[config.mk]
export PLATFORM = sky130hd
export DESIGN_NAME = silife_census
export DESIGN_NICKNAME = d
export VERILOG_FILES = /design/src/rtl/silife_census.sv
export SDC_FILE = /design/constraint.sdc
export NUM_CORES = 1
export LEC_CHECK = 0
export BUFFER_PORTS_ARGS = -buffer_cell sky130_fd_sc_hd__buf_2
export CORE_UTILIZATION = 42
export DETAILED_ROUTE_END_ITERATION = 12
export GPL_TIMING_DRIVEN = 0
export PLACE_DENSITY = 0.7
export SLEW_MARGIN = 0
export SYNTH_ARGS = -nofsm -noshare
export SYNTH_HDL_FRONTEND = slang
export SYNTH_SLANG_ARGS = --single-unit
[constraint.sdc]
create_clock -name clk -period 5.15 [get_ports clk]
set_input_delay 0.515 -clock clk [delete_from_list [all_inputs] [get_ports clk]]
set_output_delay 0.515 -clock clk [all_outputs]
set_load 0.01 [all_outputs]
[src/rtl/silife_census.sv]
// silife_census: per-generation census stage for the silife grid.
//
// Scans the cell array one row per clock through a read-only row port,
// counting live cells. With SILIFE_CENSUS_SIGNATURE_EN defined it also folds
// every row into a 16-bit signature and flags a still life when two
// consecutive censuses produce the same signature.
//
// Configuration macro: SILIFE_CENSUS_SIGNATURE_EN
//   defined   : signature datapath, history, o_static and o_signature built
//   undefined : population only; o_static/o_signature tied 0, i_flush ignored
//
// Ports:
//   clk          in   clock
//   reset        in   synchronous, active-high reset
//   i_start      in   single-cycle census request, honoured only in IDLE
//   i_flush      in   invalidates signature history
//   i_cells      in   row contents, combinational from o_row_select
//   o_row_select out  row being sampled
//   o_busy       out  high while scanning
//   o_done       out  one-cycle pulse when results update
//   o_population out  live cells in the last completed census
//   o_static     out  last census signature equals the previous one
//   o_signature  out  signature of the last completed census
module silife_census #(
    parameter int WIDTH  = 32,
    parameter int HEIGHT = 32
) (
    input  logic                               clk,
    input  logic                               reset,
    input  logic                               i_start,
    input  logic                               i_flush,
    input  logic [WIDTH-1:0]                   i_cells,
    output logic [$clog2(HEIGHT)-1:0]          o_row_select,
    output logic                               o_busy,
    output logic                               o_done,
    output logic [$clog2(WIDTH*HEIGHT+1)-1:0]  o_population,
    output logic                               o_static,
    output logic [15:0]                        o_signature
);

    localparam int RW = $clog2(HEIGHT);
    localparam int PW = $clog2(WIDTH*HEIGHT+1);
    localparam logic [RW-1:0] LastRow = RW'(HEIGHT - 1);

    typedef enum logic [1:0] {
        StIdle,
        StScan,
        StDone
    } state_t;

    state_t          r_state;
    state_t          w_state_d;
    logic [RW-1:0]   r_row;
    logic [PW-1:0]   r_acc;
    logic [PW-1:0]   w_pop;
    logic [PW-1:0]   w_acc_next;
    logic            w_last_row;
    logic            w_finish;

    // ------------------------------------------------------------------
    // FSM
    // ------------------------------------------------------------------
    always_ff @(posedge clk) begin
        if (reset) begin
            r_state <= StIdle;
        end else begin
            r_state <= w_state_d;
        end
    end

    always_comb begin
        w_state_d = r_state;
        case (r_state)
            StIdle:  if (i_start) w_state_d = StScan;
            StScan:  if (w_last_row) w_state_d = StDone;
            StDone:  w_state_d = StIdle;
            default: w_state_d = StIdle;
        endcase
    end

    assign w_last_row = (r_row == LastRow);
    // Results are registered on the edge that samples the last row so they
    // are already valid during the DONE cycle.
    assign w_finish   = (r_state == StScan) && w_last_row;

    assign o_busy       = (r_state == StScan);
    assign o_done       = (r_state == StDone);
    assign o_row_select = r_row;

    // ------------------------------------------------------------------
    // Population
    // ------------------------------------------------------------------
    always_comb begin
        w_pop = '0;
        for (int i = 0; i < WIDTH; i++) begin
            w_pop = w_pop + PW'(i_cells[i]);
        end
    end

    assign w_acc_next = r_acc + w_pop;

    always_ff @(posedge clk) begin
        if (reset) begin
            r_row        <= '0;
            r_acc        <= '0;
            o_population <= '0;
        end else begin
            case (r_state)
                StIdle: begin
                    if (i_start) begin
                        r_acc <= '0;
                        r_row <= '0;
                    end
                end
                StScan: begin
                    r_acc <= w_acc_next;
                    if (w_last_row) begin
                        o_population <= w_acc_next;
                        r_row        <= '0;
                    end else begin
                        r_row <= r_row + RW'(1);
                    end
                end
                default: r_row <= '0;
            endcase
        end
    end

`ifdef SILIFE_CENSUS_SIGNATURE_EN
    // ------------------------------------------------------------------
    // Signature and still-life history
    // ------------------------------------------------------------------
    logic [15:0] r_sig;
    logic [15:0] w_fold;
    logic [15:0] w_sig_next;
    logic [15:0] r_prev_sig;
    logic        r_prev_valid;

    always_comb begin
        w_fold = '0;
        for (int s = 0; s < WIDTH / 16; s++) begin
            w_fold = w_fold ^ i_cells[s*16 +: 16];
        end
    end

    assign w_sig_next = {r_sig[14:0], r_sig[15]} ^ w_fold ^ 16'(r_row);

    always_ff @(posedge clk) begin
        if (reset) begin
            r_sig        <= '0;
            r_prev_sig   <= '0;
            r_prev_valid <= 1'b0;
            o_static     <= 1'b0;
            o_signature  <= '0;
        end else begin
            if (r_state == StIdle && i_start) begin
                r_sig <= 16'hFFFF;
            end else if (r_state == StScan) begin
                r_sig <= w_sig_next;
            end

            if (w_finish) begin
                // A flush landing on the final row still forces o_static low,
                // but the finishing census becomes the new valid history.
                o_signature  <= w_sig_next;
                o_static     <= r_prev_valid && !i_flush && (w_sig_next == r_prev_sig);
                r_prev_sig   <= w_sig_next;
                r_prev_valid <= 1'b1;
            end else if (i_flush) begin
                o_static     <= 1'b0;
                r_prev_valid <= 1'b0;
            end
        end
    end
`else
    assign o_signature = '0;
    // i_flush has no history to act on; referenced only to keep the port used.
    assign o_static    = i_flush & 1'b0;
`endif

endmodule

Word-level counts from Yosys, hierarchy flattened
Index checks and enable logic that the tools add are counted.
Storage, ports and cells
  register bits after elaboration: 29
  input port bits: 36
  output and inout port bits: 35
  word-level logic and storage cells: 55
Cells by class
  add/sub/neg operators: 33
  eq/ne operators: 5
  muxes and demuxes: 8
  reductions and logical operators: 5
Operators by type and width (number)
  $add 11x1->11: 21
  $pmux 11 s2: 1
  $add 10x1->11: 1
  $add 11x11->11: 1
  $mux 11: 1
  $add 9x1->10: 1
  $mux 5: 2
  $pmux 5 s2: 1
  $add 8x1->9: 1
  $add 7x1->8: 1
  $add 6x1->7: 1
  $add 5x1->6: 1
  $reduce_and 2->1: 3
  $add 4x1->5: 1
  $add 5x1->5 const B: 1
  $eq 5x5->1 const B: 1
  $add 3x1->4: 1
  $mux 2: 2
  $pmux 2 s2: 1
  $add 2x1->3: 1
  $add 1x1->2: 1
  $eq 2x1->1 const B: 1
  $eq 2x2->1 const B: 1
  $logic_not 2->1: 1
  other kinds (3): 3

Longest topological paths before layout
Gate-level depths: netlist of the first run.
  word-level depth: 33
  depth in mapped cells: 15
  gate-level depth less buffers: 15

Worst setup path before layout of the first run
No wires, ideal clock.
  path type: input to register
  start: in i_cells[0]
  end: reg r_acc[10]
  setup time: 0.074 ns
  data arrival time: 5.256 ns
  data required time: 5.076 ns
  setup slack: -0.181 ns
  stages: 14
  path buffers: 0
  cell sequence: fa_1 -> inv_1 -> fa_1 -> fa_1 -> fa_1 -> fa_1 -> fa_1 -> inv_1 -> fa_1 -> fa_1 -> a211oi_1 -> o21ai_0 -> a211o_1 -> a31oi_1
On the way
  longest elaborated chain between the ends: 33
RTL lines
  start, declared: RTL line 32  | input logic [WIDTH-1:0] i_cells,
  $add 1x1->2: RTL line 96  | w_pop = w_pop + PW'(i_cells[i]);
  $add 2x1->3: RTL line 96
  $add 3x1->4: RTL line 96
  $add 4x1->5: RTL line 96
  $add 5x1->6: RTL line 96
  $add 6x1->7: RTL line 96
  $add 7x1->8: RTL line 96
  $add 8x1->9: RTL line 96
  $add 9x1->10: RTL line 96
  $add 10x1->11: RTL line 96
  $add 11x1->11 (21 in a row): RTL line 96
  $add 11x11->11: RTL line 100  | assign w_acc_next = r_acc + w_pop;
  $pmux 11 s2: RTL line 108  | case (r_state)
  end signal, assigned: RTL line 116  | r_acc <= w_acc_next;
  end, declared: RTL line 54  | logic [PW-1:0] r_acc;
No other way between the ends.
A chain may end at the register's enable or synchronous reset.

Final worst setup path of the first run
  start: in i_cells[0]
  end: reg o_population[8]
On the way
  longest elaborated chain between the ends: 32
RTL lines
  $add 1x1->2: RTL line 96
  $add 2x1->3: RTL line 96
  $add 3x1->4: RTL line 96
  $add 4x1->5: RTL line 96
  $add 5x1->6: RTL line 96
  $add 6x1->7: RTL line 96
  $add 7x1->8: RTL line 96
  $add 8x1->9: RTL line 96
  $add 9x1->10: RTL line 96
  $add 10x1->11: RTL line 96
  $add 11x1->11 (21 in a row): RTL line 96
  $add 11x11->11: RTL line 100
  end signal, assigned: RTL line 118  | o_population <= w_acc_next;
  end, declared: RTL line 36  | output logic [$clog2(WIDTH*HEIGHT+1)-1:0] o_population,
No other way between the ends.

==> results of run 1 <==
-- per-layer routing --
metal	track usage (%)	up-vias
li1	-	1002
met1	20.0	931
met2	27.0	62
met3	3.41	10
met4	7.92	0
met5	0	-
-- layout make-up --
class | instances | area share (%)
tap | 72 | 3.05
inverter | 44 | 5.59
buffer | 25 | 5.80
sequential | 29 | 19.6
timing repair buffer | 54 | 9.53
clock inverter | 1 | 0.169
multi-input combinational | 183 | 53.0
clock buffer | 7 | 3.26
-- Yosys cell counts (3+ instances only) --
library cell	instances	area share [%]
nand3_1	4	0.84
nor3_1	4	0.84
inv_1	43	6.7
dfxtp_1	29	24
ha_1	17	8.9
a31oi_1	3	0.78
nand2b_1	5	1.3
clkbuf_1	4	0.63
o21ai_0	12	2.5
a211oi_1	6	1.9
buf_4	18	5.6
nor2_1	14	2.2
a22oi_1	5	1.6
a21o_1	3	0.94
a21oi_1	11	2.3
fa_1	26	22
nand4_1	3	0.78
nand2_1	16	2.5
nand3b_1	8	2.5
-- state kept, by name, summed over array words and instances, names as in the netlist --
register      flops
o_population     11
o_row_select      5
r_acc            11
r_state           2
-- worst register-to-register path, delay by kind of cell, from the launching register on --
kind / cells / cell delay [ps]
adders and majority gates: 7 / 3240
AOI/OAI and AO/OA: 4 / 820
DFF: 1 / 330
buffers and inverters: 2 / 110
-- through the flow --
step | hold slack (ps) | area, um2 | setup TNS [ps] | std cells
floorplan | 460 | 2470 | 0 | 281
global placement | 440 | 2820 | -2130 | 405
detailed placement | 452 | 2820 | -2930 | 405
CTS | 461 | 2930 | 0 | 413
global route | 484 | 2960 | -207 | 415
finish | 457 | 2960 | 0 | 415
-- power groups by stage --
stage	sequential, mW	clock, mW	combinational (mW)
6_report	0.250	0.212	1.59
5_1_grt	0.252	0.225	1.79
4_1_cts	0.250	0.211	1.52
3_5_place_dp	0.254	0	1.43
3_3_place_gp	0.254	0	1.41
2_1_floorplan	0.253	0	1.14
-- kinds of logic after synthesis --
family          after synthesis  share of synthesized area (%)
other cells                   1                          0.157
flops                        29                           24.2
xor+xnor                      4                           1.46
fa+ha+maj                    43                           30.6
compound gates               54                           15.3
buf+inv                      69                           14.0
simple gates                 65                           14.2
-- what timing repair did --
item	4_1_cts	5_1_grt
setup buffers	0	2
gates resized for setup	2	4
pin swaps	4	3
setup endpoints to repair	3	10
-- worst max-delay path by stage --
stage,endpoint,slack [ps],cells after the start
2_1_floorplan,r_acc[10],3,14
3_3_place_gp,r_acc[10],-310,15
3_5_place_dp,o_population[10],-390,15
4_1_cts,o_population[8],20,15
5_1_grt,r_acc[10],-80,15
6_report,o_population[8],70,15
==> flow_metrics.py, run 1 <==
metrics = {
    "outcome": {
        "status": "finished, final reports clean",
    },
    "power_and_ir_drop": {
        "combPwrFrac_pct": 77.5,
        "powerDensity_nw_per_um2": 695,
        "peakVddDrop_v": 0.000631,
        "power_frac_clock_pct": 10.3,
        "swShare_pct": 48.2,
        "power_switching_mw": 0.990,
        "total_power_mw": 2.05,
        "cellLeakagePower_nw": 1.50,
        "seqPwrFrac_pct": 12.2,
        "p_int_mw": 1.06,
    },
    "setup_path": {
        "crit_type": "input port to register",
        "startpoint_type": "input port",
        "crit_buf_inv": 3,
        "path_cells": "buf_6, fa_1, inv_2, fa_1, fa_1, fa_1, fa_1, fa_1, inv_1, fa_2, fa_2, a211oi_4, o21a_1, o21ai_1, a311oi_1",
        "required_ps": 5340,
        "r2r_cells": 13,
        "cp_common_cell": "fa_1",
        "crit_start": "i_cells[0]",
        "r2r_end": "o_population[8]",
        "regToRegSetupSlack_ps": 570,
        "r2r-start": "r_acc[0]",
        "end_kind": "register",
        "cp_top_family": "adder cells",
        "critPathMaxStageDelay_ps": 550,
        "cp_slowest_cell": "fa_1",
        "crit_fanout": 4,
        "cp.arrival_ps": 5270,
    },
    "route": {
        "ant_nets": 0,
        "drc_errors": 0,
        "drt_iter0_drc": 62,
        "drt-pass1-iter-count": 6,
        "wl_met2_um": 2290,
        "wirelength_um": 4800,
        "met3_length_um": 274,
        "wl_per_cell_um": 11.6,
        "drt-met1-wl_um": 2150,
        "vias": 2005,
        "top_layer_used": "met4",
        "via_per_inst": 4.83,
    },
    "place": {
        "hpwl_um": 3910,
        "place_ws_ps": -388,
        "place.gp.congestion": 0.861,
        "port-buffer-count": 52,
    },
    "synth": {
        "yosysUniqueCellTypes": 44,
        "synth_area_um2": 2400,
        "synth_edf_count": 0,
        "async_flop_share_pct": 0,
        "postSynthCellCount": 265,
        "ys_seq_area_share_pct": 24.2,
        "synth_ff_type": "dfxtp_1",
        "yosys_register_bits": 29,
        "avgSynthCellArea_um2": 9.04,
        "yosysWarnings": 0,
    },
    "cts": {
        "clkSlewWorstSetupHoldPaths_ps": 60,
        "clk_latency_ps": 290,
        "cts_tree": "yes",
        "cts-buffers-inserted": 5,
        "clk_path_buf_depth": 2,
        "htree_levels": 2,
        "cts-root-buf": "clkbuf_8",
        "cts.sinks": 29,
        "hold_buffers": 0,
    },
    "layout": {
        "drive_gt1_share_pct": 27.4,
        "fin_nets": 421,
        "antenna_cells": 0,
        "final_cell_mix": "buf_2 (53), inv_1 (42), dfxtp_1 (29), fa_1 (24), buf_4 (20)",
        "syn2layout_area_growth_pct": 23.3,
        "fin_util_pct": 53.7,
        "regArea_um2": 581,
        "mostFrequentLayoutCell": "buf_2",
        "multi_input_area_um2": 1570,
        "fillCellCount": 541,
    },
    "sta": {
        "fmax_mhz": 197,
        "rsz0062_at_grt": "yes",
        "final-max-slew-violation-count": 0,
        "skew_ps": 8.46,
        "min_period_ps": 5080,
        "final-setup-viol-count": 0,
        "final.period_utilization_pct": 98.6,
        "tightest_slew_ps": 536,
        "slew_headroom_pct": 64.0,
        "setup_slack_ps": 70.7,
        "hold_violations": 0,
    },
    "floorplanning": {
        "die-area_um2": 6010,
        "fp.dieH_um": 77.5,
        "rows": 27,
        "initial_utilization_pct": 43.5,
        "ioPinCount": 71,
        "core_um2": 5510,
        "die_w_um": 77.5,
    },
    "grt": {
        "track_usage_pct": 16.3,
        "overflow": 0,
        "antenna_found_initial": 0,
        "grt_pass1_wl_um": 7710,
        "grt_pass1_vias": 1823,
        "grt_max_degree": 11,
    },
    "run": {
        "maxCapViolCount": 0,
    },
    "hold_path": {
        "hold_depth": 2,
        "hold_start": "o_population[1]",
        "min_path_type": "register to register",
        "hold_end": "o_population[1]",
    },
}
Note: power is estimated with default switching activity, not from simulation.
==> run 2, diff against run 1 <==
--- a/config.mk
+++ b/config.mk
@@ -9,7 +9,8 @@
 export CORE_UTILIZATION = 42
 export DETAILED_ROUTE_END_ITERATION = 12
 export GPL_TIMING_DRIVEN = 0
-export PLACE_DENSITY = 0.7
+export PLACE_DENSITY = 0.74
+export SETUP_SLACK_MARGIN = 0.02
 export SLEW_MARGIN = 0
 export SYNTH_ARGS = -nofsm -noshare
 export SYNTH_HDL_FRONTEND = slang
==> flow_metrics.py, run 2 (synthesis gave the netlist of run 1 again) <==
metrics = {
    "hold_path": {
        "hold_depth": 2,
        "min_path_type": "register to register",
    },
    "setup_path": {
        "startpoint_type": "input port",
        "end_kind": "register",
        "r2r-start": "r_acc[0]",
        "r2r_end": "r_acc[10]",
        "endpoint": "r_acc[10]",
        "required_ps": 5360,
        "crit_type": "input port to register",
        "crit_fanout": 4,
        "crit_start": "i_cells[0]",
        "cp.arrival_ps": 5320,
        "regToRegSetupSlack_ps": 500,
        "r2r_cells": 13,
    },
    "grt": {
        "grt_pass1_vias": 1840,
        "track_usage_pct": 17.4,
        "grt_pass1_wl_um": 8140,
        "grt_max_degree": 11,
        "antenna_found_initial": 0,
        "overflow": 0,
    },
    "place": {
        "hpwl_um": 3950,
        "port-buffer-count": 52,
        "place.gp.congestion": 0.800,
        "place_ws_ps": -329,
    },
    "floorplanning": {
        "rows": 27,
        "core_um2": 5510,
        "fp.dieH_um": 77.5,
        "die_w_um": 77.5,
        "die-area_um2": 6010,
        "initial_utilization_pct": 43.5,
        "ioPinCount": 71,
    },
    "layout": {
        "drive_gt1_share_pct": 29.2,
        "final_cell_mix": "buf_2 (52), inv_1 (42), dfxtp_1 (29), fa_1 (24), buf_4 (23)",
        "syn2layout_area_growth_pct": 25.5,
        "mostFrequentLayoutCell": "buf_2",
        "fin_nets": 424,
        "antenna_cells": 0,
    },
    "sta": {
        "setup_slack_ps": 39.8,
        "rsz0062_at_grt": "yes",
        "fmax_mhz": 196,
        "skew_ps": 5.34,
        "slew_headroom_pct": 64.5,
        "setup_tns_ps": 0,
        "final-max-slew-violation-count": 0,
        "final-setup-viol-count": 0,
        "tightest_slew_ps": 533,
        "hold_violations": 0,
        "min_period_ps": 5110,
        "final.period_utilization_pct": 99.2,
    },
    "cts": {
        "clkSlewWorstSetupHoldPaths_ps": 60,
        "clk_path_buf_depth": 2,
        "hold_buffers": 0,
        "cts.sinks": 29,
        "htree_levels": 2,
        "cts_tree": "yes",
        "cts-buffers-inserted": 5,
        "cts-root-buf": "clkbuf_8",
        "clk_latency_ps": 290,
    },
    "power_and_ir_drop": {
        "powerDensity_nw_per_um2": 727,
        "total_power_mw": 2.19,
        "peakVddDrop_v": 0.000652,
        "cellLeakagePower_nw": 1.52,
    },
    "run": {
        "maxCapViolCount": 0,
    },
    "route": {
        "wl_per_cell_um": 12.0,
        "via_per_inst": 4.95,
        "wirelength_um": 5020,
        "drt-pass1-iter-count": 4,
        "ant_nets": 0,
        "drt_iter0_drc": 65,
        "vias": 2069,
        "drc_errors": 0,
    },
    "outcome": {
        "status": "finished, final reports clean",
    },
}
==> run 2: worst min-delay path by stage <==
stage / startpoint / to / slack [ps]
4_1_cts: o_population[0] / o_population[0] / 460
2_1_floorplan: r_acc[3] / r_acc[3] / 460
6_report: o_population[0] / o_population[0] / 450
3_5_place_dp: o_population[2] / o_population[2] / 450
5_1_grt: o_population[2] / o_population[2] / 490
3_3_place_gp: o_population[3] / o_population[3] / 440
==> run 2: power breakdown <==
group / total (mW) / switching (mW) / internal, mW
Combinational: 1.73 / 0.952 / 0.777
Clock: 0.209 / 0.0880 / 0.121
Sequential: 0.250 / 0.00880 / 0.241
==> run 2: cell type report <==
cell class / instances / area [um2]
plain buffers: 25 / 171
clock buffers: 7 / 96.3
clock inverters: 1 / 5.00
fillers: 514 / 2500
inverters: 44 / 165
multi-input cells: 183 / 1590
flip-flops and latches: 29 / 581
well taps: 72 / 90.1
repair buffers: 57 / 310
==> run 2: metrics by stage <==
| step | hold WS (ps) | util (%) | instances | area (um2) |
|---|---|---|---|---|
| floorplan | 460 | - | 281 | 2470 |
| global placement | 444 | 51.2 | 405 | 2820 |
| detailed placement | 447 | 51.2 | 405 | 2820 |
| CTS | 458 | 53.3 | 413 | 2930 |
| global route | 486 | 54.6 | 418 | 3010 |
| finish | 453 | 54.6 | 418 | 3010 |
==> run 2: what timing repair did <==
action | in CTS | in global routing
setup endpoints to repair | 6 | 10
hold endpoints to repair | 0 | 0
buffers inserted | 0 | 5
gates resized for setup | 2 | 10
pin swaps | 3 | 20
==> run 2: routing by layer <==
layer | global-route usage, % | wire [um] | part of all wire (%) | up-vias
met4 | 7.17 | 98 | 2.0 | 0
li1 | - | - | - | 1014
met1 | 22.8 | 2190 | 44 | 983
met3 | 4.12 | 247 | 4.9 | 12
met5 | 0 | 0 | 0 | -
met2 | 27.4 | 2480 | 49 | 60
==> run 2: critical path: stages <==
cell	delay, ps
buf_6	100
fa_1	530
inv_1	50
fa_1	500
fa_1	450
fa_1	540
fa_1	420
fa_1	500
inv_2	40
fa_2	380
fa_2	400
a211oi_4	310
o21ai_2	140
a211o_1	280
a31oi_1	150
==> run 3, diff against run 2 <==
--- a/config.mk
+++ b/config.mk
@@ -9,6 +9,7 @@
 export CORE_UTILIZATION = 42
 export DETAILED_ROUTE_END_ITERATION = 12
 export GPL_TIMING_DRIVEN = 0
+export MAX_ROUTING_LAYER = met4
 export PLACE_DENSITY = 0.74
 export SETUP_SLACK_MARGIN = 0.02
 export SLEW_MARGIN = 0
==> constraint.sdc (replaced) <==
create_clock -name clk -period 5.15 [get_ports clk]
set_input_delay 0.2575 -clock clk [delete_from_list [all_inputs] [get_ports clk]]
set_output_delay 0.2575 -clock clk [all_outputs]
set_load 0.01 [all_outputs]
==> flow_metrics.py, run 3 (synthesis gave the netlist of run 1 again) <==
metrics = {
    "layout": {
        "multi_input_area_um2": 1560,
        "syn2layout_area_growth_pct": 22.6,
        "regArea_um2": 581,
        "antenna_cells": 0,
        "final_cell_mix": "buf_2 (54), inv_1 (43), dfxtp_1 (29), fa_1 (24), buf_4 (19)",
        "fillCellCount": 526,
        "fin_nets": 420,
        "mostFrequentLayoutCell": "buf_2",
        "fin_util_pct": 53.3,
        "drive_gt1_share_pct": 26.6,
    },
    "grt": {
        "grt_pass1_wl_um": 7740,
        "track_usage_pct": 16.9,
        "grt_max_degree": 11,
        "overflow": 0,
        "antenna_found_initial": 0,
        "grt_pass1_vias": 1739,
    },
    "setup_path": {
        "r2r-start": "r_acc[0]",
        "crit_type": "input port to register",
        "r2r_cells": 13,
        "crit_start": "i_cells[0]",
        "end_kind": "register",
        "startpoint_type": "input port",
        "cp.arrival_ps": 5100,
        "crit_fanout": 4,
        "required_ps": 5350,
    },
    "place": {
        "hpwl_um": 3870,
        "place_ws_ps": -355,
        "port-buffer-count": 52,
        "place.gp.congestion": 0.840,
    },
    "sta": {
        "min_period_ps": 4900,
        "slew_headroom_pct": 64.8,
        "setup_slack_ps": 252,
        "final.period_utilization_pct": 95.1,
        "final-setup-viol-count": 0,
        "skew_ps": 3.03,
        "setup_tns_ps": 0,
        "tightest_slew_ps": 525,
        "hold_violations": 0,
        "final-max-slew-violation-count": 0,
        "rsz0062_at_grt": "no",
        "fmax_mhz": 204,
        "fin_hold_ws_ps": 326,
    },
    "floorplanning": {
        "initial_utilization_pct": 43.5,
        "die-area_um2": 6010,
        "rows": 27,
        "fp.dieH_um": 77.5,
        "ioPinCount": 71,
        "die_w_um": 77.5,
        "core_um2": 5510,
    },
    "power_and_ir_drop": {
        "powerDensity_nw_per_um2": 691,
        "cellLeakagePower_nw": 1.49,
        "peakVddDrop_v": 0.000534,
        "total_power_mw": 2.03,
    },
    "cts": {
        "cts_tree": "yes",
        "cts-root-buf": "clkbuf_8",
        "cts.sinks": 29,
        "clkSlewWorstSetupHoldPaths_ps": 60,
        "clk_path_buf_depth": 2,
        "cts-buffers-inserted": 5,
        "hold_buffers": 0,
        "htree_levels": 2,
        "clk_latency_ps": 290,
    },
    "hold_path": {
        "hold_start": "i_start",
        "min_path_type": "input port to register",
        "hold_depth": 4,
    },
    "route": {
        "vias": 1971,
        "wirelength_um": 4780,
        "via_per_inst": 4.76,
        "ant_nets": 0,
        "drt_iter0_drc": 48,
        "drc_errors": 0,
        "wl_per_cell_um": 11.5,
        "drt-pass1-iter-count": 4,
    },
    "outcome": {
        "status": "finished, final reports clean",
    },
    "run": {
        "maxCapViolCount": 0,
    },
}
[run 3: layout make-up]
class | count | area share (%)
Inverter | 44 | 5.62
Timing Repair Buffer | 53 | 9.12
Clock buffer | 7 | 3.28
Sequential cell | 29 | 19.8
Multi-Input combinational cell | 183 | 53.1
Clock inverter | 1 | 0.170
Buffer | 25 | 5.84
Tap cell | 72 | 3.07
[run 3: through the flow]
stage | area, um2 | cells
4_1_cts | 2910 | 413
6_report | 2940 | 414
3_3_place_gp | 2810 | 405
3_5_place_dp | 2810 | 405
2_1_floorplan | 2460 | 281
5_1_grt | 2940 | 414
[run 3: final timing paths]
kind                     end  slack, ps
min reg2reg  o_population[1]        450
min          o_row_select[3]        330
max          o_population[8]        250
max reg2reg  o_population[8]        490
[run 3: per-layer routing]
layer	share of wire [%]	wire [um]	track usage (%)
met2	48	2280	25.4
met4	0.96	46	5.85
met1	46	2190	22.1
met5	0	0	-
met3	5.6	266	4.24
[run 3: repair_timing]
item / CTS / global route
buffers inserted: 0 / 1
endpoints found under the setup margin: 2 / 5
pin swaps: 0 / 3
gates cloned: 0 / 0
resized for setup: 1 / 5
[run 3: critical path: stages]
cell,delay (ps)
buf_2,110
fa_1,520
inv_1,50
fa_1,530
fa_1,450
fa_1,540
fa_1,430
fa_1,490
inv_1,50
fa_2,370
fa_2,420
a211oi_4,330
o21a_1,210
o21ai_0,100
a311oi_1,250
[run 3: power breakdown]
group	switching [mW]	total (mW)	internal, mW
clock network	0.0902	0.211	0.121
registers	0.00897	0.250	0.241
logic	0.890	1.57	0.678
